**src/rtl/mc_ctrl_pkg.sv**
```systemverilog
`default_nettype none
// ============================================================================
//  Module      : mc_ctrl_pkg
//  Description : Shared definitions for the multicycle MIPS main control:
//                state encodings, supported opcodes, datapath select
//                encodings and the packed control word produced by the
//                state decoder.
//  Revision    : 1.0  initial release
// ============================================================================
package mc_ctrl_pkg;

    localparam int c_STATE_W = 4;

    // State encodings (12 of 16 codes used; the remainder are unreachable)
    localparam logic [c_STATE_W-1:0] c_ST_FETCH  = 4'd0;
    localparam logic [c_STATE_W-1:0] c_ST_DECODE = 4'd1;
    localparam logic [c_STATE_W-1:0] c_ST_MEMADR = 4'd2;
    localparam logic [c_STATE_W-1:0] c_ST_MEMRD  = 4'd3;
    localparam logic [c_STATE_W-1:0] c_ST_MEMWB  = 4'd4;
    localparam logic [c_STATE_W-1:0] c_ST_MEMWR  = 4'd5;
    localparam logic [c_STATE_W-1:0] c_ST_EXEC   = 4'd6;
    localparam logic [c_STATE_W-1:0] c_ST_RWB    = 4'd7;
    localparam logic [c_STATE_W-1:0] c_ST_BRANCH = 4'd8;
    localparam logic [c_STATE_W-1:0] c_ST_JUMP   = 4'd9;
    localparam logic [c_STATE_W-1:0] c_ST_ADDIEX = 4'd10;
    localparam logic [c_STATE_W-1:0] c_ST_ADDIWB = 4'd11;

    // Supported opcodes (instr[31:26])
    localparam logic [5:0] c_OP_RTYPE = 6'b000000;
    localparam logic [5:0] c_OP_LW    = 6'b100011;
    localparam logic [5:0] c_OP_SW    = 6'b101011;
    localparam logic [5:0] c_OP_BEQ   = 6'b000100;
    localparam logic [5:0] c_OP_J     = 6'b000010;
    localparam logic [5:0] c_OP_ADDI  = 6'b001000;

    // ALU B-operand select
    localparam logic [1:0] c_SRCB_B      = 2'b00;
    localparam logic [1:0] c_SRCB_FOUR   = 2'b01;
    localparam logic [1:0] c_SRCB_IMM    = 2'b10;
    localparam logic [1:0] c_SRCB_IMM_SH = 2'b11;

    // PC source select
    localparam logic [1:0] c_PCSRC_ALU    = 2'b00;
    localparam logic [1:0] c_PCSRC_ALUOUT = 2'b01;
    localparam logic [1:0] c_PCSRC_JUMP   = 2'b10;

    // ALU-op code handed to the ALU-control decoder {aluop1, aluop0}
    localparam logic [1:0] c_ALUOP_ADD   = 2'b00;
    localparam logic [1:0] c_ALUOP_SUB   = 2'b01;
    localparam logic [1:0] c_ALUOP_FUNCT = 2'b10;

    typedef struct packed {
        logic       pcwrite;
        logic       pcwritecond;
        logic       iord;
        logic       memread;
        logic       memwrite;
        logic       irwrite;
        logic       memtoreg;
        logic       regdst;
        logic       regwrite;
        logic       alusrca;
        logic [1:0] alusrcb;
        logic [1:0] aluop;
        logic [1:0] pcsource;
        logic       illegal_op;
    } ctrl_word_t;

    function automatic logic is_legal_op(input logic [5:0] op);
        logic r_legal;
        case (op)
            c_OP_RTYPE, c_OP_LW, c_OP_SW,
            c_OP_BEQ, c_OP_J, c_OP_ADDI: r_legal = 1'b1;
            default:                     r_legal = 1'b0;
        endcase
        return r_legal;
    endfunction

endpackage : mc_ctrl_pkg
`default_nettype wire

```
**src/rtl/mc_ctrl_decode.sv**
```systemverilog
`default_nettype none
// ============================================================================
//  Module      : mc_ctrl_decode
//  Description : Pure combinational state -> control-word decoder for the
//                multicycle MIPS main control.
//  Ports       : i_state     current FSM state
//                i_mem_ready memory handshake (gates FETCH IR/PC writes)
//                i_opcode    opcode (only used to flag illegal in DECODE)
//                o_ctrl      decoded control word
//  Revision    : 1.0  initial release
// ============================================================================
module mc_ctrl_decode
    import mc_ctrl_pkg::*;
(
    input  logic [c_STATE_W-1:0] i_state,
    input  logic                 i_mem_ready,
    input  logic [5:0]           i_opcode,
    output ctrl_word_t           o_ctrl
);

    always_comb begin
        // Every field not named below is 0 in that state; unreachable
        // encodings fall through to the all-zero word.
        o_ctrl = '0;
        case (i_state)
            c_ST_FETCH: begin
                o_ctrl.memread  = 1'b1;
                o_ctrl.iord     = 1'b0;
                o_ctrl.alusrcb  = c_SRCB_FOUR;
                o_ctrl.aluop    = c_ALUOP_ADD;
                o_ctrl.pcsource = c_PCSRC_ALU;
                // IR load and PC+4 commit only on the cycle the read lands
                o_ctrl.irwrite  = i_mem_ready;
                o_ctrl.pcwrite  = i_mem_ready;
            end
            c_ST_DECODE: begin
                o_ctrl.alusrcb    = c_SRCB_IMM_SH;
                o_ctrl.aluop      = c_ALUOP_ADD;
                o_ctrl.illegal_op = ~is_legal_op(i_opcode);
            end
            c_ST_MEMADR: begin
                o_ctrl.alusrca = 1'b1;
                o_ctrl.alusrcb = c_SRCB_IMM;
                o_ctrl.aluop   = c_ALUOP_ADD;
            end
            c_ST_MEMRD: begin
                o_ctrl.memread = 1'b1;
                o_ctrl.iord    = 1'b1;
            end
            c_ST_MEMWB: begin
                o_ctrl.regwrite = 1'b1;
                o_ctrl.memtoreg = 1'b1;
                o_ctrl.regdst   = 1'b0;
            end
            c_ST_MEMWR: begin
                o_ctrl.memwrite = 1'b1;
                o_ctrl.iord     = 1'b1;
            end
            c_ST_EXEC: begin
                o_ctrl.alusrca = 1'b1;
                o_ctrl.alusrcb = c_SRCB_B;
                o_ctrl.aluop   = c_ALUOP_FUNCT;
            end
            c_ST_RWB: begin
                o_ctrl.regwrite = 1'b1;
                o_ctrl.regdst   = 1'b1;
                o_ctrl.memtoreg = 1'b0;
            end
            c_ST_BRANCH: begin
                o_ctrl.alusrca     = 1'b1;
                o_ctrl.alusrcb     = c_SRCB_B;
                o_ctrl.aluop       = c_ALUOP_SUB;
                o_ctrl.pcwritecond = 1'b1;
                o_ctrl.pcsource    = c_PCSRC_ALUOUT;
            end
            c_ST_JUMP: begin
                o_ctrl.pcwrite  = 1'b1;
                o_ctrl.pcsource = c_PCSRC_JUMP;
            end
            c_ST_ADDIEX: begin
                o_ctrl.alusrca = 1'b1;
                o_ctrl.alusrcb = c_SRCB_IMM;
                o_ctrl.aluop   = c_ALUOP_ADD;
            end
            c_ST_ADDIWB: begin
                o_ctrl.regwrite = 1'b1;
                o_ctrl.regdst   = 1'b0;
                o_ctrl.memtoreg = 1'b0;
            end
            default: o_ctrl = '0;
        endcase
    end

endmodule : mc_ctrl_decode
`default_nettype wire

```
**src/rtl/mc_main_control.sv**
```systemverilog
`default_nettype none
// ============================================================================
//  Module      : mc_main_control
//  Description : Multicycle MIPS main control FSM with memory-ready
//                handshake. Holds the state register and next-state logic;
//                control outputs come from mc_ctrl_decode.
//  Ports       : clk, rst_n (async, active low)
//                opcode, mem_ready               inputs
//                pcwrite .. pcsource, illegal_op datapath controls
//                state                           current state (debug)
//  Revision    : 1.0  initial release
// ============================================================================
module mc_main_control
    import mc_ctrl_pkg::*;
#(
    parameter int STATE_W = 4   // must be >= 4; wider values zero-extend
) (
    input  logic               clk,
    input  logic               rst_n,
    input  logic [5:0]         opcode,
    input  logic               mem_ready,
    output logic               pcwrite,
    output logic               pcwritecond,
    output logic               iord,
    output logic               memread,
    output logic               memwrite,
    output logic               irwrite,
    output logic               memtoreg,
    output logic               regdst,
    output logic               regwrite,
    output logic               alusrca,
    output logic [1:0]         alusrcb,
    output logic               aluop1,
    output logic               aluop0,
    output logic [1:0]         pcsource,
    output logic               illegal_op,
    output logic [STATE_W-1:0] state
);

    logic [c_STATE_W-1:0] r_state;
    logic [c_STATE_W-1:0] w_next_state;
    ctrl_word_t           w_ctrl;

    always_ff @(posedge clk or negedge rst_n) begin
        if (!rst_n) begin
            r_state <= c_ST_FETCH;
        end else begin
            r_state <= w_next_state;
        end
    end

    always_comb begin
        w_next_state = c_ST_FETCH;
        case (r_state)
            c_ST_FETCH:  w_next_state = mem_ready ? c_ST_DECODE : c_ST_FETCH;
            c_ST_DECODE: begin
                case (opcode)
                    c_OP_LW, c_OP_SW: w_next_state = c_ST_MEMADR;
                    c_OP_RTYPE:       w_next_state = c_ST_EXEC;
                    c_OP_BEQ:         w_next_state = c_ST_BRANCH;
                    c_OP_J:           w_next_state = c_ST_JUMP;
                    c_OP_ADDI:        w_next_state = c_ST_ADDIEX;
                    default:          w_next_state = c_ST_FETCH;
                endcase
            end
            // Only LW/SW reach here; anything but SW is treated as a load.
            c_ST_MEMADR: w_next_state = (opcode == c_OP_SW) ? c_ST_MEMWR
                                                            : c_ST_MEMRD;
            c_ST_MEMRD:  w_next_state = mem_ready ? c_ST_MEMWB : c_ST_MEMRD;
            c_ST_MEMWB:  w_next_state = c_ST_FETCH;
            c_ST_MEMWR:  w_next_state = mem_ready ? c_ST_FETCH : c_ST_MEMWR;
            c_ST_EXEC:   w_next_state = c_ST_RWB;
            c_ST_RWB:    w_next_state = c_ST_FETCH;
            c_ST_BRANCH: w_next_state = c_ST_FETCH;
            c_ST_JUMP:   w_next_state = c_ST_FETCH;
            c_ST_ADDIEX: w_next_state = c_ST_ADDIWB;
            c_ST_ADDIWB: w_next_state = c_ST_FETCH;
            default:     w_next_state = c_ST_FETCH;
        endcase
    end

    mc_ctrl_decode u_decode (
        .i_state     (r_state),
        .i_mem_ready (mem_ready),
        .i_opcode    (opcode),
        .o_ctrl      (w_ctrl)
    );

    // Write enables are qualified by rst_n so they drop the instant reset
    // asserts, without waiting for the state register to settle.
    assign pcwrite     = w_ctrl.pcwrite     & rst_n;
    assign pcwritecond = w_ctrl.pcwritecond & rst_n;
    assign irwrite     = w_ctrl.irwrite     & rst_n;
    assign regwrite    = w_ctrl.regwrite    & rst_n;
    assign memwrite    = w_ctrl.memwrite    & rst_n;
    assign illegal_op  = w_ctrl.illegal_op  & rst_n;

    assign iord        = w_ctrl.iord;
    assign memread     = w_ctrl.memread;
    assign memtoreg    = w_ctrl.memtoreg;
    assign regdst      = w_ctrl.regdst;
    assign alusrca     = w_ctrl.alusrca;
    assign alusrcb     = w_ctrl.alusrcb;
    assign aluop1      = w_ctrl.aluop[1];
    assign aluop0      = w_ctrl.aluop[0];
    assign pcsource    = w_ctrl.pcsource;

    assign state       = STATE_W'(r_state);

endmodule : mc_main_control
`default_nettype wire

```
**config.mk**
```make
export PLATFORM = sky130hd
export DESIGN_NAME = mc_main_control
export DESIGN_NICKNAME = d
export VERILOG_FILES = /design/src/rtl/mc_ctrl_pkg.sv /design/src/rtl/mc_ctrl_decode.sv /design/src/rtl/mc_main_control.sv
export SDC_FILE = /design/constraint.sdc
export NUM_CORES = 1
export LEC_CHECK = 0
export CAP_MARGIN = 20
export CORE_AREA = 5 5 44 46
export CTS_CLUSTER_SIZE = 12
export DETAILED_ROUTE_END_ITERATION = 10
export DIE_AREA = 0 0 49 51
export PLACE_DENSITY = 0.83
export SLEW_MARGIN = 20
export SYNTH_ARGS = -nofsm -noshare
export SYNTH_HDL_FRONTEND = slang
export SYNTH_SLANG_ARGS = --single-unit
```
**constraint.sdc**
```tcl
create_clock -name clk -period 2 [get_ports clk]
set_clock_uncertainty 0.05 [all_clocks]
set_input_delay 0.4 -clock clk [delete_from_list [all_inputs] [get_ports clk]]
set_output_delay 0.4 -clock clk [all_outputs]
set_load 0.02 [all_outputs]
```
==> flow_summary.json, run 1 <==
{
  "irDropWorstVdd_mv": 0.604,
  "hp-class": "in2async",
  "io_pins": 30,
  "placementRows": 14,
  "drc": 0,
  "worstReg2RegEnd": "state[1]$_DFF_PN0_",
  "grt_overflow": 0,
  "numClockSinks": 4,
  "fin_ws_ns": 0.0172,
  "firstDrtPassIters": 3,
  "worstPathArrival_ns": 1.53,
  "largest_reg_flops": 4,
  "cts_max_level": 1,
  "multi_input_area_um2": 522,
  "tightestPinTransition_ns": 0.473,
  "ys.warnings.count": 0,
  "dieArea_um2": 2500,
  "routedWlPerCell_um": 13.3,
  "gp_congestion": 0.881,
  "layout-drive-gt1-share_pct": 48.9,
  "drt_wl_total_um": 2030,
  "power_density_nw_per_um2": 1100,
  "r2r_cells": 5,
  "finalPower_mw": 1.26,
  "antenna_found_initial": 0,
  "timing.final.crit_share_pct": 99.1,
  "avgSynthCellArea_um2": 7.24,
  "synth.distinct_cells": 36,
  "relSlewSlack_pct": 68.1,
  "ant_nets": 0,
  "clk_path_buf_depth": 2,
  "setup_viol": 0,
  "cp-end-kind": "output port",
  "hpwl_um": 1590,
  "viasPerCell": 5.41,
  "root_buffer": "clkbuf_4",
  "grt_max_degree": 16,
  "fmax_mhz": 504,
  "outcome": "finished clean",
  "path_class": "reg2out",
  "die-width_um": 49,
  "layout_min_cycle_time_ns": 1.98,
  "antenna_cells": 0,
  "n_fill_cell": 108,
  "grt_usage_pct": 16.5,
  "core_area_um2": 1470,
  "chipHeight_um": 51,
  "ys_seq_elements": 4,
  "finalMaxSlewViolations": 0,
  "start_util_pct": 39.4,
  "required_ns": 1.55,
  "nets": 148,
  "grt_setup_unrepaired": "yes",
  "cts.reportedPaths.clkPinSlew_ns": 0.04,
  "reg2reg_from": "state[0]$_DFF_PN0_",
  "final_core_util_pct": 77.6,
  "cp_max_fo": 2,
  "synth_area_um2": 579,
  "ff2ff_setup_slack_ns": 0.25,
  "place_ws_ns": -0.787,
  "cts_tree": "yes",
  "p_leak_nw": 0.571,
  "yosysSeqAreaShare_pct": 17.3,
  "drt_iter0_markers": 7,
  "grt_pass1_wl_um": 3250,
  "synth_fp_nets": 89,
  "cp-start-kind": "flip-flop",
  "numCtsBuffers": 3,
  "cap_violations": 0,
  "synthCells": 80,
  "register_area_um2": 100,
  "first_global_vias": 776,
  "vias": 827,
  "final_hold_viol_count": 0,
  "area_growth_pct": 97.0,
  "clock_latency_ns": 0.24,
  "io_buffers": 29
}
## critical path, cell delays in order (launching register included)
cell      delay, ns
dfrtp_1        0.41
nor4b_4        0.31
nand2_1        0.13
nor4bb_4       0.28
buf_4          0.18
## layout by cell type (no fill, tap or decap), types with 3 or more instances in the layout
| master | Yosys | routed |
|---|---|---|
| buf_2 | 5 | 8 |
| nor2_1 | 11 | 10 |
| dlymetal6s2s_1 | 0 | 6 |
| clkbuf_2 | 0 | 5 |
| clkdlybuf4s50_1 | 0 | 6 |
| nand2_1 | 5 | 5 |
| buf_4 | 0 | 32 |
| nor3_1 | 8 | 5 |
| clkbuf_4 | 0 | 3 |
| dfrtp_1 | 4 | 4 |
| o21ai_0 | 3 | 3 |
| nor3b_1 | 3 | 3 |
| nand2b_1 | 6 | 4 |
## stage by stage
stage	cell area, µm²	TNS [ns]	cells	hold slack (ns)
3_5_place_dp	1090	-2.86	148	0.709
2_1_floorplan	591	-0.00187	80	0.0544
3_3_place_gp	1090	-2.49	148	0.681
5_1_grt	1140	-0.108	153	0.507
4_1_cts	1100	-0.282	151	0.495
6_report	1140	0	153	0.483
## cell usage after synthesis, drive strengths merged
master   n  area share [%]
nor2    11             7.1
nor3     8             6.9
nand2b   6             6.5
buf      5             4.3
nand2    5             3.2
dfrtp    4              17
and2     3             3.5
and3     3             3.5
nor2b    3             3.2
nor3b    3             3.9
o21ai    3             2.6
a221o    2             3.7
o211ai   2             2.6
o21a     2             2.6
o311ai   2             3.0
o32ai    2             3.0
a21oi    1            0.86
a31oi    1             1.1
clkbuf   1            0.65
inv      1            0.65
nand3    1            0.86
nand3b   1             1.3
nand4b   1             1.5
nor4b    1             2.6
nor4bb   1             1.7
o22ai    1             1.1
o41ai    1             2.8
or2      1             1.1
or4      1             1.9
or4bb    1             1.9
xnor2    1             1.5
xor2     1             1.5
## power breakdown
group          switching, mW  leakage [nW]  internal (mW)
Combinational          0.517         0.503          0.500
Sequential            0.0284        0.0537          0.107
Clock                 0.0379        0.0138         0.0674
Total                  0.583         0.571          0.674
## routing by layer
metal	wire length [µm]	vias to the layer above	part of all wire, %	global-route usage, %
li1	-	412	-	-
met5	0	-	0	0
met2	1090	22	54	31.3
met4	38	0	1.9	8.07
met3	99	4	4.9	4.65
met1	805	389	40	16.4
## repair_timing
item                                    4_1_cts  5_1_grt
pin swaps                                     2        4
hold buffers                                  0        0
endpoints found under the setup margin       17       15
buffers inserted                              0        2
endpoints found under the hold margin         0        0
resized for setup                            53       36
## cell type report
type                            instances  share of cell area, %
Sequential cell                         4                   8.77
Multi-Input combinational cell         69                   45.7
Tap cell                               16                   1.75
Inverter                                1                  0.329
Clock buffer                            3                   1.97
Timing Repair Buffer                   60                   41.4
## cell families after synthesis
logic type,share of synthesized area [%]
DFF,17.3
and+or+nand+nor,50.8
AOI/OAI and AO/OA,23.3
xor gates and xnor gates,3.02
buffers and inverters,5.61
## how the worst max path moves through the flow
stage               cells past startpoint  slack (ns)          startpoint          to
finish                                  4        0.02  state[3]$_DFF_PN0_  illegal_op
global route                            4       -0.11  state[3]$_DFF_PN0_  illegal_op
CTS                                     5       -0.28           opcode[0]  illegal_op
detailed placement                      5       -0.79           opcode[2]  illegal_op
global placement                        5       -0.71           opcode[2]  illegal_op
floorplan                               4      -0.002  state[1]$_DFF_PN0_  illegal_op
Note: power is estimated with default switching activity, not from simulation.
==> run 2, diff against run 1 <==
--- a/config.mk
+++ b/config.mk
@@ -11,6 +11,7 @@
 export DETAILED_ROUTE_END_ITERATION = 10
 export DIE_AREA = 0 0 49 51
 export PLACE_DENSITY = 0.83
+export SKIP_CTS_REPAIR_TIMING = 1
 export SLEW_MARGIN = 20
 export SYNTH_ARGS = -nofsm -noshare
 export SYNTH_HDL_FRONTEND = slang
==> constraint.sdc (replaced) <==
create_clock -name clk -period 2 [get_ports clk]
set_clock_uncertainty 0.05 [all_clocks]
set_input_delay 0.3 -clock clk [delete_from_list [all_inputs] [get_ports clk]]
set_output_delay 0.3 -clock clk [all_outputs]
set_load 0.02 [all_outputs]
==> run 2 against run 1 <==
  * The run now ends with negative setup slack left
  * First-iteration DRC count grew to 2.7 times the previous value
  * Critical path type is now in2out
  * Maximum frequency decreased by 7.1%
  * Largest cell class is now buffers
  * Final area is 0.99% lower
  * Non-clock buffer count shrank 4
==> flow_summary.json, run 2 (synthesis results as in run 1) <==
{
  "viasPerCell": 5.62,
  "top_layer": "met4",
  "root_buffer": "clkbuf_4",
  "first_global_vias": 772,
  "p_sw_mw": 0.552,
  "grt_overflow": 0,
  "irDropWorstVdd_mv": 0.532,
  "numClockSinks": 4,
  "tightestPinTransition_ns": 0.540,
  "start_util_pct": 39.4,
  "failed_checks": "negative setup slack",
  "gp_congestion": 0.855,
  "die-width_um": 49,
  "io_buffers": 29,
  "grt_pass1_wl_um": 3240,
  "path_class": "in2out",
  "largest_reg_flops": 4,
  "hpwl_um": 1660,
  "area_growth_pct": 95.0,
  "outcome": "finished with violations",
  "final_hold_viol_count": 0,
  "layout-drive-gt1-share_pct": 33.1,
  "drt-met1-wl_um": 810,
  "crit_path_cell_trace": "clkdlybuf4s50_1 > xor2_1 > o211ai_1 > nor4bb_4 > clkbuf_2",
  "p_leak_nw": 0.675,
  "design_area_um2": 1130,
  "cap_violations": 0,
  "core_area_um2": 1470,
  "cts_tree": "yes",
  "instances_no_fill": 149,
  "io_pins": 30,
  "grt_max_degree": 16,
  "placementRows": 14,
  "clock_latency_ns": 0.24,
  "grt_setup_unrepaired": "yes",
  "register_area_um2": 100,
  "fmax_mhz": 469,
  "drc": 0,
  "routedWlPerCell_um": 14.0,
  "mostFrequentLayoutCells": "buf_4, dlymetal6s2s_1, clkdlybuf4s50_1",
  "final_common_cell": "buf_4",
  "cts_max_level": 1,
  "finalPower_mw": 1.20,
  "antenna_found_initial": 0,
  "clk_path_buf_depth": 2,
  "finalMaxSlewViolations": 0,
  "grt_usage_pct": 16.4,
  "p_clk_share_pct": 8.5,
  "cp_slowest_cell": "clkdlybuf4s50_1",
  "worstPathArrival_ns": 1.78,
  "p_int_mw": 0.649,
  "p_comb_share_pct": 80.7,
  "cp-start-kind": "input pin",
  "p_sw_share_pct": 46.0,
  "timing.hold.ws_ns": 0.392,
  "required_ns": 1.65,
  "drt_wl_total_um": 2080,
  "nets": 144,
  "chipHeight_um": 51,
  "placed_cells": 146,
  "dr_wl_met3_um": 123,
  "placed_area_um2": 1070,
  "slowest_delay_ns": 0.49,
  "power_density_nw_per_um2": 1060,
  "power_frac_seq_pct": 10.8,
  "drt_iter0_markers": 19,
  "hp-class": "in2async",
  "relSlewSlack_pct": 63.5,
  "cp-end-kind": "output port",
  "antenna_cells": 0,
  "layout_min_cycle_time_ns": 2.13,
  "timing.final.crit_share_pct": 107,
  "vias": 837,
  "firstDrtPassIters": 4,
  "numCtsBuffers": 3,
  "dieArea_um2": 2500,
  "multi_input_area_um2": 478,
  "n_fill_cell": 116,
  "met2WireLength_um": 1050,
  "cts.reportedPaths.clkPinSlew_ns": 0.04,
  "ant_nets": 0,
  "setup_viol": 1,
  "fin_ws_ns": -0.133,
  "cp_max_fo": 4
}
==> run 2: area by class of cell <==
| class | instances | share of cell area, % |
|---|---|---|
| timing repair buffer | 56 | 44.7 |
| tap | 16 | 1.77 |
| inverter | 1 | 0.332 |
| sequential | 4 | 8.86 |
| clock buffer | 3 | 1.99 |
| multi-input combinational | 69 | 42.3 |
==> run 2: routing by layer <==
layer	global-route usage (%)	vias to the layer above
li1	-	402
met1	16.0	381
met2	30.4	42
met3	3.49	12
met4	11.7	0
met5	0	-
==> run 2: metrics by stage <==
| stage | setup TNS, ns | utilization, % | setup WS (ns) |
|---|---|---|---|
| after global placement | -1.04 | 73.0 | -0.513 |
| after global routing | -0.254 | 76.8 | -0.254 |
| final | -0.133 | 76.8 | -0.133 |
| after floorplan | 0 | - | 0.0981 |
| after CTS | -4.16 | 74.6 | -0.627 |
| after detailed placement | -1.25 | 73.0 | -0.613 |
==> run 2: critical path: cells and delay by family <==
| family | cells | cell delay [ns] |
|---|---|---|
| buffers and inverters | 2 | 0.70 |
| and+or+nand+nor | 1 | 0.34 |
| xor gates and xnor gates | 1 | 0.18 |
| AOI/OAI and AO/OA | 1 | 0.26 |
==> run 2: power groups by stage <==
stage                     registers, mW  clock network, mW  logic (mW)
final                             0.129              0.102       0.969
after global routing              0.135              0.106        1.05
after CTS                         0.129              0.104       0.999
after detailed placement          0.130                  0       0.995
after global placement            0.129                  0       0.968
after floorplan                   0.159                  0       0.500
==> run 2: worst paths after layout <==
path                               startpoint            endpoint  slack, ns  depth (start not counted)
max                                 opcode[3]          illegal_op      -0.13                          5
min                                     rst_n  state[0]$_DFF_PN0_       0.39                          2
max in group asynchronous               rst_n  state[1]$_DFF_PN0_       1.40                          2
max reg2reg                state[2]$_DFF_PN0_  state[1]$_DFF_PN0_       0.27                          5
min in group clk           state[1]$_DFF_PN0_  state[1]$_DFF_PN0_       0.72                          4
min reg2reg                state[1]$_DFF_PN0_  state[1]$_DFF_PN0_       0.72                          4
